[src/rtl/dmem_arb_pkg.sv]
// Shared types and defaults for the DataMem arbiter: FSM states, requester IDs, default sizes.
// No logic; imported by dmem_arb_pick and dmem_arbiter.
package dmem_arb_pkg;

    typedef enum logic [1:0] {
        ST_IDLE = 2'd0,
        ST_RD   = 2'd1,
        ST_WR   = 2'd2,
        ST_RESP = 2'd3
    } st_t;

    typedef enum logic {
        REQ_A = 1'b0,
        REQ_B = 1'b1
    } req_id_t;

    localparam int DEF_ADDR_W   = 32;
    localparam int DEF_DATA_W   = 32;
    localparam int DEF_MEM_SIZE = 1024;
    localparam int DEF_RD_LAT   = 2;

endpackage

[src/rtl/dmem_arb_pick.sv]
// Requester selector: one-hot grant and owner ID, fixed A priority or round-robin (DMEM_ARB_RR_EN).
// Latency: combinational grant, 0 cycles; the round-robin pointer updates on the granting edge.
// Backpressure: grants only while enabled (arbiter IDLE); a losing requester simply waits.
module dmem_arb_pick
    import dmem_arb_pkg::*;
(
`ifdef DMEM_ARB_RR_EN
    input  logic       clk,
    input  logic       rst_n,
`endif
    input  logic       a_req,
    input  logic       b_req,
    input  logic       en,
    output logic [1:0] gnt,
    output req_id_t    id
);

    logic pick_b;

`ifdef DMEM_ARB_RR_EN
    // last_b set means B was granted most recently, so A wins the next tie.
    logic last_b;

    always_ff @(posedge clk or negedge rst_n) begin
        if (!rst_n) begin
            last_b <= 1'b1;
        end else if (|gnt) begin
            last_b <= pick_b;
        end
    end

    assign pick_b = b_req & (~a_req | ~last_b);
`else
    assign pick_b = b_req & ~a_req;
`endif

    assign id  = pick_b ? REQ_B : REQ_A;
    assign gnt = en ? {b_req & pick_b, a_req & ~pick_b} : 2'b00;

endmodule

[src/rtl/dmem_arbiter.sv]
// Shares single-port DataMem between port A (LSU) and port B (debug/DMA); RR arbitration with DMEM_ARB_RR_EN.
// Latency GNT to ACK: read RD_LAT+1, write 2, address error 1 cycle; at least one IDLE cycle between ACK and GNT.
// Backpressure: requesters hold REQ and payload until GNT; only one transaction is in flight at a time.
module dmem_arbiter
    import dmem_arb_pkg::*;
#(
    parameter int ADDR_W   = DEF_ADDR_W,
    parameter int DATA_W   = DEF_DATA_W,
    parameter int MEM_SIZE = DEF_MEM_SIZE,
    parameter int RD_LAT   = DEF_RD_LAT
) (
    input  logic              CLK,
    input  logic              RST_N,
    input  logic              A_REQ,
    input  logic              A_WE,
    input  logic [ADDR_W-1:0] A_ADDR,
    input  logic [DATA_W-1:0] A_WDATA,
    output logic              A_GNT,
    output logic              A_ACK,
    output logic              A_ERR,
    output logic [DATA_W-1:0] A_RDATA,
    input  logic              B_REQ,
    input  logic              B_WE,
    input  logic [ADDR_W-1:0] B_ADDR,
    input  logic [DATA_W-1:0] B_WDATA,
    output logic              B_GNT,
    output logic              B_ACK,
    output logic              B_ERR,
    output logic [DATA_W-1:0] B_RDATA,
    output logic [ADDR_W-1:0] MEM_ADDR,
    output logic              MEM_RD,
    output logic              MEM_WR,
    output logic [DATA_W-1:0] MEM_DIN,
    input  logic [DATA_W-1:0] MEM_DOUT
);

    localparam int CNT_W = (RD_LAT > 1) ? $clog2(RD_LAT) : 1;

    st_t               state, nxt;
    req_id_t           owner, pick_id;
    logic [1:0]        gnt;
    logic              err_q;
    logic [CNT_W-1:0]  cnt;
    logic [ADDR_W-1:0] sel_addr;
    logic [DATA_W-1:0] sel_wdata;
    logic              sel_we;
    logic              sel_bad;

    dmem_arb_pick u_pick (
`ifdef DMEM_ARB_RR_EN
        .clk   (CLK),
        .rst_n (RST_N),
`endif
        .a_req (A_REQ),
        .b_req (B_REQ),
        .en    (state == ST_IDLE),
        .gnt   (gnt),
        .id    (pick_id)
    );

    assign sel_addr  = (pick_id == REQ_B) ? B_ADDR  : A_ADDR;
    assign sel_wdata = (pick_id == REQ_B) ? B_WDATA : A_WDATA;
    assign sel_we    = (pick_id == REQ_B) ? B_WE    : A_WE;
    assign sel_bad   = (sel_addr[1:0] != 2'b00) || ((sel_addr >> 2) >= ADDR_W'(MEM_SIZE));

    always_ff @(posedge CLK or negedge RST_N) begin
        if (!RST_N) begin
            state <= ST_IDLE;
        end else begin
            state <= nxt;
        end
    end

    always_comb begin
        nxt    = state;
        MEM_RD = 1'b0;
        MEM_WR = 1'b0;
        A_GNT  = gnt[0];
        B_GNT  = gnt[1];
        A_ACK  = 1'b0;
        B_ACK  = 1'b0;
        A_ERR  = 1'b0;
        B_ERR  = 1'b0;
        case (state)
            ST_IDLE: begin
                if (|gnt) begin
                    nxt = sel_bad ? ST_RESP : (sel_we ? ST_WR : ST_RD);
                end
            end
            ST_RD: begin
                MEM_RD = 1'b1;
                if (cnt == '0) begin
                    nxt = ST_RESP;
                end
            end
            ST_WR: begin
                // One full cycle high, so it spans the negedge where DataMem commits.
                MEM_WR = 1'b1;
                nxt    = ST_RESP;
            end
            ST_RESP: begin
                A_ACK = (owner == REQ_A);
                B_ACK = (owner == REQ_B);
                A_ERR = (owner == REQ_A) & err_q;
                B_ERR = (owner == REQ_B) & err_q;
                nxt   = ST_IDLE;
            end
            default: nxt = ST_IDLE;
        endcase
    end

    always_ff @(posedge CLK or negedge RST_N) begin
        if (!RST_N) begin
            owner    <= REQ_A;
            err_q    <= 1'b0;
            cnt      <= '0;
            MEM_ADDR <= '0;
            MEM_DIN  <= '0;
            A_RDATA  <= '0;
            B_RDATA  <= '0;
        end else begin
            case (state)
                ST_IDLE: begin
                    if (|gnt) begin
                        owner <= pick_id;
                        err_q <= sel_bad;
                        cnt   <= CNT_W'(RD_LAT - 1);
                        // A rejected address leaves the memory bus untouched.
                        if (!sel_bad) begin
                            MEM_ADDR <= sel_addr;
                            if (sel_we) begin
                                MEM_DIN <= sel_wdata;
                            end
                        end
                    end
                end
                ST_RD: begin
                    if (cnt == '0) begin
                        if (owner == REQ_A) begin
                            A_RDATA <= MEM_DOUT;
                        end else begin
                            B_RDATA <= MEM_DOUT;
                        end
                    end else begin
                        cnt <= cnt - 1'b1;
                    end
                end
                default: ;
            endcase
        end
    end

endmodule
[config.mk]
export PLATFORM = sky130hd
export DESIGN_NAME = dmem_arbiter
export DESIGN_NICKNAME = d
export VERILOG_FILES = /design/src/rtl/dmem_arb_pkg.sv /design/src/rtl/dmem_arb_pick.sv /design/src/rtl/dmem_arbiter.sv
export SDC_FILE = /design/constraint.sdc
export NUM_CORES = 1
export LEC_CHECK = 0
export BUFFER_PORTS_ARGS = -buffer_cell sky130_fd_sc_hd__buf_4
export CORE_AREA = 2 2 116 118
export CTS_BUF_LIST = sky130_fd_sc_hd__clkbuf_8
export DETAILED_ROUTE_END_ITERATION = 10
export DIE_AREA = 0 0 118 120
export GPL_TIMING_DRIVEN = 0
export PLACE_DENSITY = 0.75
export REMOVE_ABC_BUFFERS = 1
export SYNTH_ARGS = -nofsm -noshare
export SYNTH_HDL_FRONTEND = slang
export SYNTH_SLANG_ARGS = --single-unit
export TNS_END_PERCENT = 10
[constraint.sdc]
create_clock -name CLK -period 3.2 [get_ports CLK]
set_input_delay 0.48 -clock CLK [delete_from_list [all_inputs] [get_ports CLK]]
set_output_delay 0.48 -clock CLK [all_outputs]
set_load 0.02 [all_outputs]
Word level (Yosys, flattened, before mapping). Index checks and enable logic that the tools add are counted.

Flip-flop bits (word level): 133. Latch bits: 0. Bits in writable memories: 0. Memory bits (read-only): 0. Input port bits: 166. Logic and storage cells: 56. Memories: 0.

Add/sub/neg operators: 1. Multiply operators: 0. Divide/modulo/power cells: 0. Magnitude comparators: 1. Equal/unequal tests: 5. Shift operators: 0. Mux-type cells: 19. Bitwise logic cells: 10. Reduce and logical (&&, ||, !) cells: 12.

Operators by type and width (count): 32-bit two-way mux (2); 30-bit by 11-bit >= comparator with 1-bit output (second input constant) (1); 1-bit two-way mux (10); 2-bit two-way mux (5); 3-bit AND reduction (3); 2-bit case mux with 4 select lines (1); 2-bit AND reduction (3); 1-bit bitwise AND (5); 1-bit NOT (5); 2-bit == test (second input constant) (2); 2-bit inequality test (second input constant) (2); 4-bit AND reduction (1); 2-bit nonzero test (2); 2-bit by 1-bit == test with 1-bit output (second input constant) (1); 2-bit logical NOT (1); 1-bit case mux with 2 select lines (1); 2-bit OR reduction (1); 1-bit logical OR (1); 1-bit subtractor (second input constant) (1).

Logic depth before layout (Yosys ltp). Gate-level depths: netlist of run 1.

Depth in word-level cells: 9. Mapped depth: 8. Depth with buffers taken out: 6.

Cells and area by module. From an unflattened synthesis of run 1, not the netlist that was laid out.

Cells, all modules: 375. Area, all modules: 5614.1 um^2.

By module, submodules not included: dmem_arbiter (instances 1, cells each 372, area each 5587.9 um^2, sequential area each 3328.2 um^2); dmem_arb_pick (instances 1, cells each 3, area each 26.3 um^2, sequential area each 0.0 um^2).

Worst setup path before layout of run 1. No wires, ideal clock.

Path type: register -> register. Start: register state[1]. End: register A_RDATA[0]. Library setup time: 0.125 ns. Arrival: 1.704 ns. Required time: 3.075 ns. Setup slack: 1.372 ns. Stages on the path, launching flop included: 7. Buffers on the path: 2. Period minus slack after synthesis: 1.828 ns. Cells stage by stage: dfrtp_1 inv_1 ha_1 and3_1 clkbuf_1 buf_2 mux2_2.

Cells in the longest elaborated chain, start to end: 2.

Ends and longest elaborated chain: start: declaration (RTL line dmem_arbiter.sv:39) `st_t state, nxt;`; start signal: assignment (RTL line dmem_arbiter.sv:70) `state <= nxt;`; 2-bit by 1-bit == test with 1-bit output (RTL line dmem_arbiter.sv:122) `case (state)`; 3-bit AND reduction (no source line); end signal: assignment (RTL line dmem_arbiter.sv:119) `A_RDATA <= '0;`; end signal: assignment (RTL line dmem_arbiter.sv:140) `A_RDATA <= MEM_DOUT;`; end: declaration (RTL line dmem_arbiter.sv:21) `output logic [DATA_W-1:0] A_RDATA,`.

Every way passes these cells. A chain may end at the register's enable or synchronous reset.

Final worst setup path of run 1.
Start: register state[0]. End: register MEM_DIN[26].

Cells in the longest elaborated chain, start to end: 4.

Ends and longest elaborated chain: 2-bit logical NOT * (RTL line dmem_arbiter.sv:56, dmem_arbiter.sv:122); 2-bit two-way mux (RTL line dmem_arb_pick.sv:38) `assign gnt = en ? {b_req & pick_b, a_req & ~pick_b} : 2'b00;`; 2-bit OR reduction (RTL line dmem_arbiter.sv:124) `if (|gnt) begin`; 4-bit AND reduction (no source line) *; end signal: assignment (RTL line dmem_arbiter.sv:132) `MEM_DIN <= sel_wdata;`; end: declaration (RTL line dmem_arbiter.sv:33) `output logic [DATA_W-1:0] MEM_DIN,`.

Mark *: on every way between the ends. The rest lies on a longest branch, timed or not.

==> results.txt, run 1 <==
Largest net degree at the start of global routing: 79
Synth top cells by count: dfrtp_1, mux2_2, o21ai_0
Number of synthesized flops with an enable pin: 0
Total Routed Length: 15.7 mm
Final-report setup violation count: 0
Max Cap Viol: 0
Crit start category: flip-flop
Crit path required time: 3.55 ns
Clock Sinks: 133
Chip height: 120 µm
FF-to-FF Start: state[0]
CP Max Fanout: 32
RSZ-0062 raised after global routing: no
Root Buffer: clkbuf_8
Arrival time at the worst endpoint: 2.57 ns
Final Hold Viols: 0
Sequential cell area: 3330 µm²
Core area: 13000 µm²
Slew headroom: 34.5%
DR iter-0 viols: 210
Seq cells post-synth: 133
Area of the mapped netlist: 5590 µm²
Post-route ant nets: 0
Gpl congestion: 0.939
CP Capture Type: flip-flop
Max clock buf depth: 2
Hold EP: A_RDATA[6]
# fillers: 1001
Slew Viols, Final: 0
RR Endpoint: MEM_DIN[26]
Highest clock rate: 451 MHz
Gr ovfl total: 0
CTS tree: done
Synth Flop Type: dfrtp_1
Skew-Pair Late Insertion Delay: 0.43 ns
DR WL/cell: 17.2 µm
Sequential area share after synthesis: 59.5%
Clock transition at the registers of the reported paths: 0.08 ns
Post_cts resized: 0
Multi-input logic area: 2080 µm²
Routed length on met3: 1.13 mm
Clock skew: 0.00908 ns
Row count: 42
Kind of critical path: flip-flop to flip-flop
Synth top area share: 59.5%
Routed vias: 4560
Initial Util: 43.1%
# port buffers: 301
YS warnings: 0
Drt drc: 0
HP Start: MEM_DOUT[6]
DRT Pass-1 Iters: 4
Via density per instance: 4.98
Peak VDD IR: 0.300 mV
Gr usage total: 22.5%
Pwr per Cell Area: 749 nW/µm²
Global-route wire length before repair: 24.6 mm
Final Net Count: 896
Final total power: 6310 µW
Crit share post-route: 69.3%
Setup slack, reg-to-reg: 0.98 ns
Post-layout min period: 2.22 ns
FFs w/ async S/R, synth: 100%
Share of cells above drive strength 1: 55.6%
H-tree Lvls: 4
Post-Place Cell Area: 7980 µm²
Dpl hpwl: 12.0 mm
Least-Margin Pin Slew: 0.962 ns
Status: finished, final reports clean
Max Used Layer: met4
R2R depth: 6
Antenna diodes: 0
Min-Delay Path Depth: 2
Vias in the first global route: 4729
Die Wd: 118 µm
M1 WL: 6.49 mm
Die area: 14200 µm²
Leak: 0.00437 µW
Met2 WL: 7.79 mm
Area contributors post-synth: dfrtp_1, mux2_2, mux2i_1
Initial antenna violation count: 0
Cts bufs inserted: 17
Cell taking the most area after synthesis: dfrtp_1
Area Overhead vs Synth: 50.7%
Num ports: 302
Post-layout instance area: 8430 µm²
Mapped Cells: 428
Finished Core Util: 64.9%
Count leader, synth: dfrtp_1
Synth cell types: 31
Syn Area/Cell: 13.1 µm²
Worst Hold Class: input pin to flip-flop
==> per-stage QoR <==
step	setup TNS, ns	hold WS [ns]	worst slack [ns]	instances
finish	0	0.285	0.982	915
global route	0	0.254	0.741	915
CTS	0	0.250	0.952	915
detailed placement	0	0.471	0.634	882
global placement	-22.41	0.467	-0.582	879
floorplan	0	0.184	0.311	402
==> sequential cells by signal, indices dropped and copies added, names as in the netlist <==
signal    count
MEM_ADDR     32
cnt           1
state         2
A_RDATA      32
B_RDATA      32
err_q         1
MEM_DIN      32
owner         1
==> per-layer routing <==
layer / global-route usage (%) / up-vias
li1: - / 2117
met1: 27.1 / 2205
met2: 37.8 / 211
met3: 6.70 / 27
met4: 9.34 / 0
met5: 0 / -
==> worst max-delay path by stage <==
stage	start	slack, ns	cells past startpoint	end
after floorplan	A_REQ	0.31	5	state[1]
after global placement	A_REQ	-0.58	5	MEM_DIN[25]
after detailed placement	A_REQ	0.63	5	MEM_DIN[26]
after CTS	state[0]	0.95	6	MEM_DIN[22]
after global routing	state[0]	0.74	6	MEM_DIN[25]
final	state[0]	0.98	6	MEM_DIN[26]
==> worst max-delay path, cell delays in order, from the launching register on <==
cell and delay, ns:
dfrtp_1 0.42, inv_1 0.10, ha_1 0.26, o21ai_1 0.18, o32a_2 0.52, or2_4 0.44, o21ai_0 0.20
==> repair_timing <==
item	CTS	global route
setup buffers	0	0
hold buffers	1	0
hold endpoints to repair	13	0
==> cell type report <==
type,instances,share of cell area (%)
flip-flops and latches,133,39.5
repair buffers,305,27.8
multi-input cells,264,24.6
clock buffers,22,3.59
well taps,176,2.61
clock inverters,10,1.68
inverters,5,0.223
==> logic make-up (layout without fill, tap and decap cells) <==
| logic type | count (synthesis) | after routing | share of synthesized area [%] |
|---|---|---|---|
| muxes | 107 | 107 | 20.6 |
| buffers and inverters | 31 | 342 | 3.76 |
| DFF | 133 | 133 | 59.5 |
| AOI/OAI and AO/OA | 86 | 86 | 8.12 |
| and+or+nand+nor | 67 | 67 | 7.14 |
| adders and majority gates | 4 | 4 | 0.895 |
==> power breakdown <==
group	internal, µW	switching [µW]
Combinational	1190	1190
Clock	881	647
Sequential	2130	262
Total	4210	2100
==> cells in the final DEF (no fill, tap or decap), drive strengths merged <==
master / count
and3: 3
and2b: 1
mux2i: 43
clkinv: 2
o31ai: 1
or2: 1
buf: 304
mux2: 64
o22ai: 2
a22o: 2
nand2: 14
clkinvlp: 2
o311ai: 1
clkbuf: 22
nand3: 4
nor4: 10
inv: 8
a21boi: 1
nand4: 3
and2: 24
o21ai: 78
bufinv: 3
dfrtp: 133
nor2: 4
o32a: 1
ha: 4
nor2b: 1
nand2b: 2
dlygate4sd3: 1
No activity file was read; power rests on OpenSTA's default activity.
==> inputs of run 2 (changes only) <==
--- a/config.mk
+++ b/config.mk
@@ -6,12 +6,12 @@
 export NUM_CORES = 1
 export LEC_CHECK = 0
 export BUFFER_PORTS_ARGS = -buffer_cell sky130_fd_sc_hd__buf_4
-export CORE_AREA = 2 2 116 118
+export CORE_AREA = 2 2 117 119
 export CTS_BUF_LIST = sky130_fd_sc_hd__clkbuf_8
 export DETAILED_ROUTE_END_ITERATION = 10
-export DIE_AREA = 0 0 118 120
+export DIE_AREA = 0 0 119 121
 export GPL_TIMING_DRIVEN = 0
-export PLACE_DENSITY = 0.75
+export PLACE_DENSITY = 0.74
 export REMOVE_ABC_BUFFERS = 1
 export SYNTH_ARGS = -nofsm -noshare
 export SYNTH_HDL_FRONTEND = slang
==> constraint.sdc (replaced) <==
create_clock -name CLK -period 2.2 [get_ports CLK]
set_input_delay 0.33 -clock CLK [delete_from_list [all_inputs] [get_ports CLK]]
set_output_delay 0.33 -clock CLK [all_outputs]
set_load 0.02 [all_outputs]
==> run 2 against run 1 <==
Effect of this change: first-iteration DRC count is 14% higher; die area increased by 1.7%; clock skew up 0.0017 ns; clock-buffer cell count is 3 lower; global-route usage increased by 0.51 points; power up 45%; sequential cell count did not move; cell count increased by 0.22%; highest routed layer unchanged.
==> results.txt, run 2 (synthesized netlist as in run 1, its figures left out) <==
Most frequent cells in the layout: buf_4, dfrtp_1, mux2_2 (unchanged)
FF-to-FF Start: state[0] (unchanged)
DRT Pass-1 Iters: 5 (was 4)
Sw frac: 33.8% (was 33.3%)
Die area: 14400 µm² (was 14200 µm²)
Crit path required time: 2.54 ns (was 3.55 ns)
Cts bufs inserted: 17 (unchanged)
RSZ-0062 raised after global routing: no (unchanged)
Final total power: 9130 µW (was 6310 µW)
Slew Viols, Final: 0 (unchanged)
# fillers: 1025 (was 1001)
Max clock buf depth: 2 (unchanged)
Leak: 0.00435 µW (was 0.00437 µW)
Root Buffer: clkbuf_8 (unchanged)
Initial antenna violation count: 0 (unchanged)
Pint: 6040 µW (was 4210 µW)
Final Hold Viols: 0 (unchanged)
Global-route wire length before repair: 25.5 mm (was 24.6 mm)
Dpl hpwl: 11.6 mm (was 12.0 mm)
Slew headroom: 37.1% (was 34.5%)
Routed vias: 4524 (was 4560)
Share of cells above drive strength 1: 56.0% (was 55.6%)
Highest clock rate: 485 MHz (was 451 MHz)
Hold Worst Slack: 0.143 ns (was 0.285 ns)
Largest net degree at the start of global routing: 94 (was 79)
Initial Util: 42.7% (was 43.1%)
Gr ovfl total: 0 (unchanged)
Switch Pwr: 3090 µW (was 2100 µW)
Post-route insts no fill: 917 (was 915)
Status: finished, final reports clean (unchanged)
Chip height: 121 µm (was 120 µm)
H-tree Lvls: 4 (unchanged)
Setup WS pre-CTS: -0.453 ns (was 0.634 ns)
Area Overhead vs Synth: 51.2% (was 50.7%)
CTS tree: done (unchanged)
Post-layout min period: 2.06 ns (was 2.22 ns)
Crit share post-route: 93.8% (was 69.3%)
Final-report setup violation count: 0 (unchanged)
Core area: 13100 µm² (was 13000 µm²)
Crit start category: flip-flop (unchanged)
Pwr per Cell Area: 1080 nW/µm² (was 749 nW/µm²)
RR Endpoint: MEM_DIN[28] (was MEM_DIN[26])
Worst Setup SP: state[0] (unchanged)
Clock transition at the registers of the reported paths: 0.08 ns (about the same)
Max Cap Viol: 0 (unchanged)
Post-Place Cells: 881 (was 882)
# port buffers: 301 (unchanged)
Peak VDD IR: 0.517 mV (was 0.300 mV)
Setup slack, reg-to-reg: 0.14 ns (was 0.98 ns)
CP Capture Type: flip-flop (unchanged)
Gpl congestion: 0.807 (was 0.939)
Clock skew: 0.0108 ns (was 0.00908 ns)
Final Net Count: 898 (was 896)
Vias in the first global route: 4785 (was 4729)
Num ports: 302 (unchanged)
Die Wd: 119 µm (was 118 µm)
Worst Hold Class: input pin to flip-flop (unchanged)
Least-Margin Pin Slew: 0.924 ns (was 0.962 ns)
CP Max Fanout: 32 (unchanged)
Row count: 42 (unchanged)
Post-route ant nets: 0 (unchanged)
Drt drc: 0 (unchanged)
Clock Sinks: 133 (unchanged)
Commonest non-fill, non-tap cell in the layout: buf_4 (unchanged)
Combinational fraction of design power: 38.2% (was 37.8%)
R2R depth: 6 (unchanged)
DR WL/cell: 17.3 µm (was 17.2 µm)
DR iter-0 viols: 240 (was 210)
Via density per instance: 4.93 (was 4.98)
Flop pwr share: 38.0% (about the same)
Gr usage total: 23.0% (was 22.5%)
Critical Path Sink: MEM_DIN[28] (was MEM_DIN[26])
Final Worst Setup Slack: 0.137 ns (was 0.982 ns)
Arrival time at the worst endpoint: 2.40 ns (was 2.57 ns)
Kind of critical path: flip-flop to flip-flop (unchanged)
Skew-Pair Late Insertion Delay: 0.42 ns (was 0.43 ns)
Clock power frac: 23.8% (was 24.2%)
Antenna diodes: 0 (unchanged)
Total Routed Length: 15.8 mm (was 15.7 mm)
run 2: worst min path at each step:
stage	start	endpoint	slack (ns)	cells after the start
floorplan	RST_N	A_RDATA[0]	0.03	0
global placement	MEM_ADDR[7]	MEM_ADDR[7]	0.47	2
detailed placement	RST_N	B_RDATA[7]	0.26	1
CTS	MEM_DOUT[7]	A_RDATA[7]	0.12	2
global route	MEM_DOUT[25]	B_RDATA[25]	0.11	2
finish	MEM_DOUT[10]	B_RDATA[10]	0.14	2
run 2: repair_timing:
item	CTS	global route
gates cloned	2	0
setup endpoints to repair	32	65
hold buffers	1	0
setup buffers	1	0
gates resized for setup	2	3
endpoints found under the hold margin	40	0
pin swaps	2	1
run 2: critical path, stage by stage (launching register included):
cell	delay, ns
dfrtp_1	0.42
inv_1	0.10
ha_2	0.24
o21ai_2	0.16
o32a_4	0.44
or2_4	0.39
o21ai_1	0.21
run 2: layer usage:
metal / track usage, % / routed length, µm / part of all wire (%)
met3: 7.85 / 1380 / 8.7
met1: 27.7 / 6320 / 40
met2: 38.3 / 7760 / 49
met5: 0 / 0 / 0
met4: 8.41 / 384 / 2.4
run 2: through the flow:
stage	area [µm²]	TNS, ns	util, %
after CTS	8440	0	64.5
after global placement	7880	-93.93	60.2
final	8460	0	64.6
after global routing	8460	0	64.6
after floorplan	5400	-17.09	-
after detailed placement	7960	-13.02	60.8
run 2: power by group through the flow:
stage          logic [µW]  registers, µW  clock network [µW]
5_1_grt              3700           3570                2350
3_3_place_gp         3420           3480                   0
2_1_floorplan        1140           4210                   0
3_5_place_dp         3480           3530                   0
6_report             3480           3470                2170
4_1_cts              3510           3480                2230
run 2: area by class of cell:
cell class	instances	area (µm²)	area share [%]
tap	176	220	2.60
multi-input combinational	266	2130	25.2
inverter	5	18.8	0.222
clock inverter	13	171	2.03
sequential	133	3330	39.4
clock buffer	19	262	3.09
timing repair buffer	305	2330	27.5
==> inputs of run 3 (changes only) <==
--- a/config.mk
+++ b/config.mk
@@ -6,12 +6,12 @@
 export NUM_CORES = 1
 export LEC_CHECK = 0
 export BUFFER_PORTS_ARGS = -buffer_cell sky130_fd_sc_hd__buf_4
-export CORE_AREA = 2 2 117 119
+export CORE_MARGIN = 2
+export CORE_UTILIZATION = 41
 export CTS_BUF_LIST = sky130_fd_sc_hd__clkbuf_8
 export DETAILED_ROUTE_END_ITERATION = 10
-export DIE_AREA = 0 0 119 121
 export GPL_TIMING_DRIVEN = 0
-export PLACE_DENSITY = 0.74
+export PLACE_DENSITY = 0.71
 export REMOVE_ABC_BUFFERS = 1
 export SYNTH_ARGS = -nofsm -noshare
 export SYNTH_HDL_FRONTEND = slang
==> run 3 against run 2 <==
Effect of this change: non-clock buffer count is the same; critical path depth grew 1; final area shrank 0.65%; utilization shrank 1.4 points.
==> results.txt, run 3 (synthesized netlist as in run 1, its figures left out) <==
RR Endpoint: MEM_DIN[7] (was MEM_DIN[28])
HP Start: MEM_DOUT[16] (was MEM_DOUT[10])
CP Capture Type: flip-flop (unchanged)
Initial antenna violation count: 0 (unchanged)
Pint: 5870 µW (was 6040 µW)
Setup TNS: 0 ns (unchanged)
Core area: 13300 µm² (was 13100 µm²)
Multi-input logic area: 2110 µm² (was 2130 µm²)
Routed vias: 4525 (was 4524)
Clock transition at the registers of the reported paths: 0.08 ns (about the same)
Post-Place Cells: 882 (was 881)
R2R depth: 7 (was 6)
Status: finished, final reports clean (unchanged)
Hold EP: B_RDATA[16] (was B_RDATA[10])
Num ports: 302 (unchanged)
Leak: 0.00434 µW (was 0.00435 µW)
Gpl congestion: 0.808 (was 0.807)
Least-Margin Pin Slew: 0.918 ns (was 0.924 ns)
Die Wd: 121 µm (was 119 µm)
CP Max Fanout: 63 (was 32)
# port buffers: 301 (unchanged)
Max clock buf depth: 2 (unchanged)
Total Routed Length: 15.8 mm (about the same)
Dpl hpwl: 11.9 mm (was 11.6 mm)
Die area: 14600 µm² (was 14400 µm²)
Row count: 42 (unchanged)
Post-route ant nets: 0 (unchanged)
Drt drc: 0 (unchanged)
Root Buffer: clkbuf_8 (unchanged)
Final Net Count: 897 (was 898)
DR WL/cell: 17.2 µm (was 17.3 µm)
Combinational fraction of design power: 39.0% (was 38.2%)
Flop pwr share: 38.9% (was 38.0%)
Min-Delay Path Depth: 2 (unchanged)
Final Hold Viols: 0 (unchanged)
H-tree Lvls: 4 (unchanged)
Final-report setup violation count: 0 (unchanged)
Clock skew: 0.0132 ns (was 0.0108 ns)
FF-to-FF Start: state[0] (unchanged)
DRT Pass-1 Iters: 4 (was 5)
Most frequent cells in the layout: buf_4, dfrtp_1, mux2_2 (unchanged)
Sequential cell area: 3330 µm² (unchanged)
Largest net degree at the start of global routing: 70 (was 94)
Gr ovfl total: 0 (unchanged)
DR iter-0 viols: 220 (was 240)
Setup slack, reg-to-reg: 0.12 ns (was 0.14 ns)
Slew Viols, Final: 0 (unchanged)
Post-route insts no fill: 916 (was 917)
Skew-Pair Late Insertion Delay: 0.44 ns (was 0.42 ns)
Final total power: 8940 µW (was 9130 µW)
Crit share post-route: 94.7% (was 93.8%)
Sw frac: 34.3% (was 33.8%)
Vias in the first global route: 4653 (was 4785)
Commonest non-fill, non-tap cell in the layout: buf_4 (unchanged)
CTS tree: done (unchanged)
Kind of critical path: flip-flop to flip-flop (unchanged)
Chip height: 121 µm (about the same)
Initial Util: 42.1% (was 42.7%)
RSZ-0062 raised after global routing: no (unchanged)
Arrival time at the worst endpoint: 2.43 ns (was 2.40 ns)
Via density per instance: 4.94 (was 4.93)
# fillers: 1080 (was 1025)
Clock power frac: 22.1% (was 23.8%)
Antenna diodes: 0 (unchanged)
Area Overhead vs Synth: 50.2% (was 51.2%)
Switch Pwr: 3070 µW (was 3090 µW)
Finished Core Util: 63.2% (was 64.6%)
Max Cap Viol: 0 (unchanged)
Cts bufs inserted: 17 (unchanged)
Peak VDD IR: 0.381 mV (was 0.517 mV)
Pwr per Cell Area: 1060 nW/µm² (was 1080 nW/µm²)
Gr usage total: 22.1% (was 23.0%)
Share of cells above drive strength 1: 55.5% (was 56.0%)
Worst Hold Class: input pin to flip-flop (unchanged)
Clock Sinks: 133 (unchanged)
Highest clock rate: 480 MHz (was 485 MHz)
Crit path required time: 2.55 ns (was 2.54 ns)
Crit start category: flip-flop (unchanged)
Post-layout min period: 2.08 ns (was 2.06 ns)
Worst Setup SP: state[0] (unchanged)
Slew headroom: 37.5% (was 37.1%)
Global-route wire length before repair: 24.6 mm (was 25.5 mm)
Post-CTS setup buffer count: 0 (was 1)
-- run 3: cell count changes in the layout (fill, tap and decap cells not counted), moves of 2 or more --
cell / delta
o32a_2: -2
o21ai_0: -2
clkinvlp_4: +2
inv_1: +2
clkinv_2: +3
o21ai_1: +3
clkinv_4: -5
-- run 3: stage by stage --
step	hold slack (ns)	setup WS [ns]	instance area, µm²
2_1_floorplan	0.0344	-0.539	5400
3_3_place_gp	0.467	-1.51	7880
3_5_place_dp	0.366	-0.153	7980
4_1_cts	0.102	0.0487	8380
5_1_grt	0.107	0.000981	8400
6_report	0.132	0.117	8400
-- run 3: how the worst max path moves through the flow --
stage | endpoint
final | MEM_DIN[7]
after global routing | MEM_DIN[1]
after CTS | B_RDATA[17]
after detailed placement | MEM_DIN[25]
after global placement | MEM_ADDR[6]
after floorplan | state[1]
-- run 3: critical path, cell delays in order (launching register included) --
cell	delay, ns
dfrtp_1	0.42
inv_1	0.10
ha_2	0.24
o21ai_1	0.14
o32a_4	0.38
buf_12	0.19
or2_4	0.34
o21ai_1	0.17
-- run 3: layout make-up --
cell class | instances | area share, %
sequential | 133 | 39.6
inverter | 5 | 0.223
timing repair buffer | 305 | 27.9
multi-input combinational | 265 | 25.1
clock inverter | 14 | 1.61
clock buffer | 18 | 2.95
tap | 176 | 2.62
-- run 3: routing by layer --
layer / wire length [µm] / global-route usage (%) / vias to the layer above
li1: - / - / 2123
met1: 6440 / 27.3 / 2136
met2: 7470 / 35.4 / 230
met3: 1360 / 7.08 / 36
met4: 511 / 10.2 / 0
met5: 0 / 0 / -
-- run 3: power groups by stage --
stage               clock network, µW  registers, µW  logic [µW]
finish                           1980           3480        3490
global route                     2130           3550        3730
CTS                              2020           3470        3520
detailed placement                  0           3520        3510
global placement                    0           3470        3440
floorplan                           0           4210        1140
-- run 3: timing repair --
| item | in CTS | in global routing |
|---|---|---|
| gates resized for setup | 2 | 5 |
| hold buffers | 1 | 0 |
| hold endpoints to repair | 64 | 0 |
| setup endpoints to repair | 32 | 56 |
| cloned | 1 | 0 |
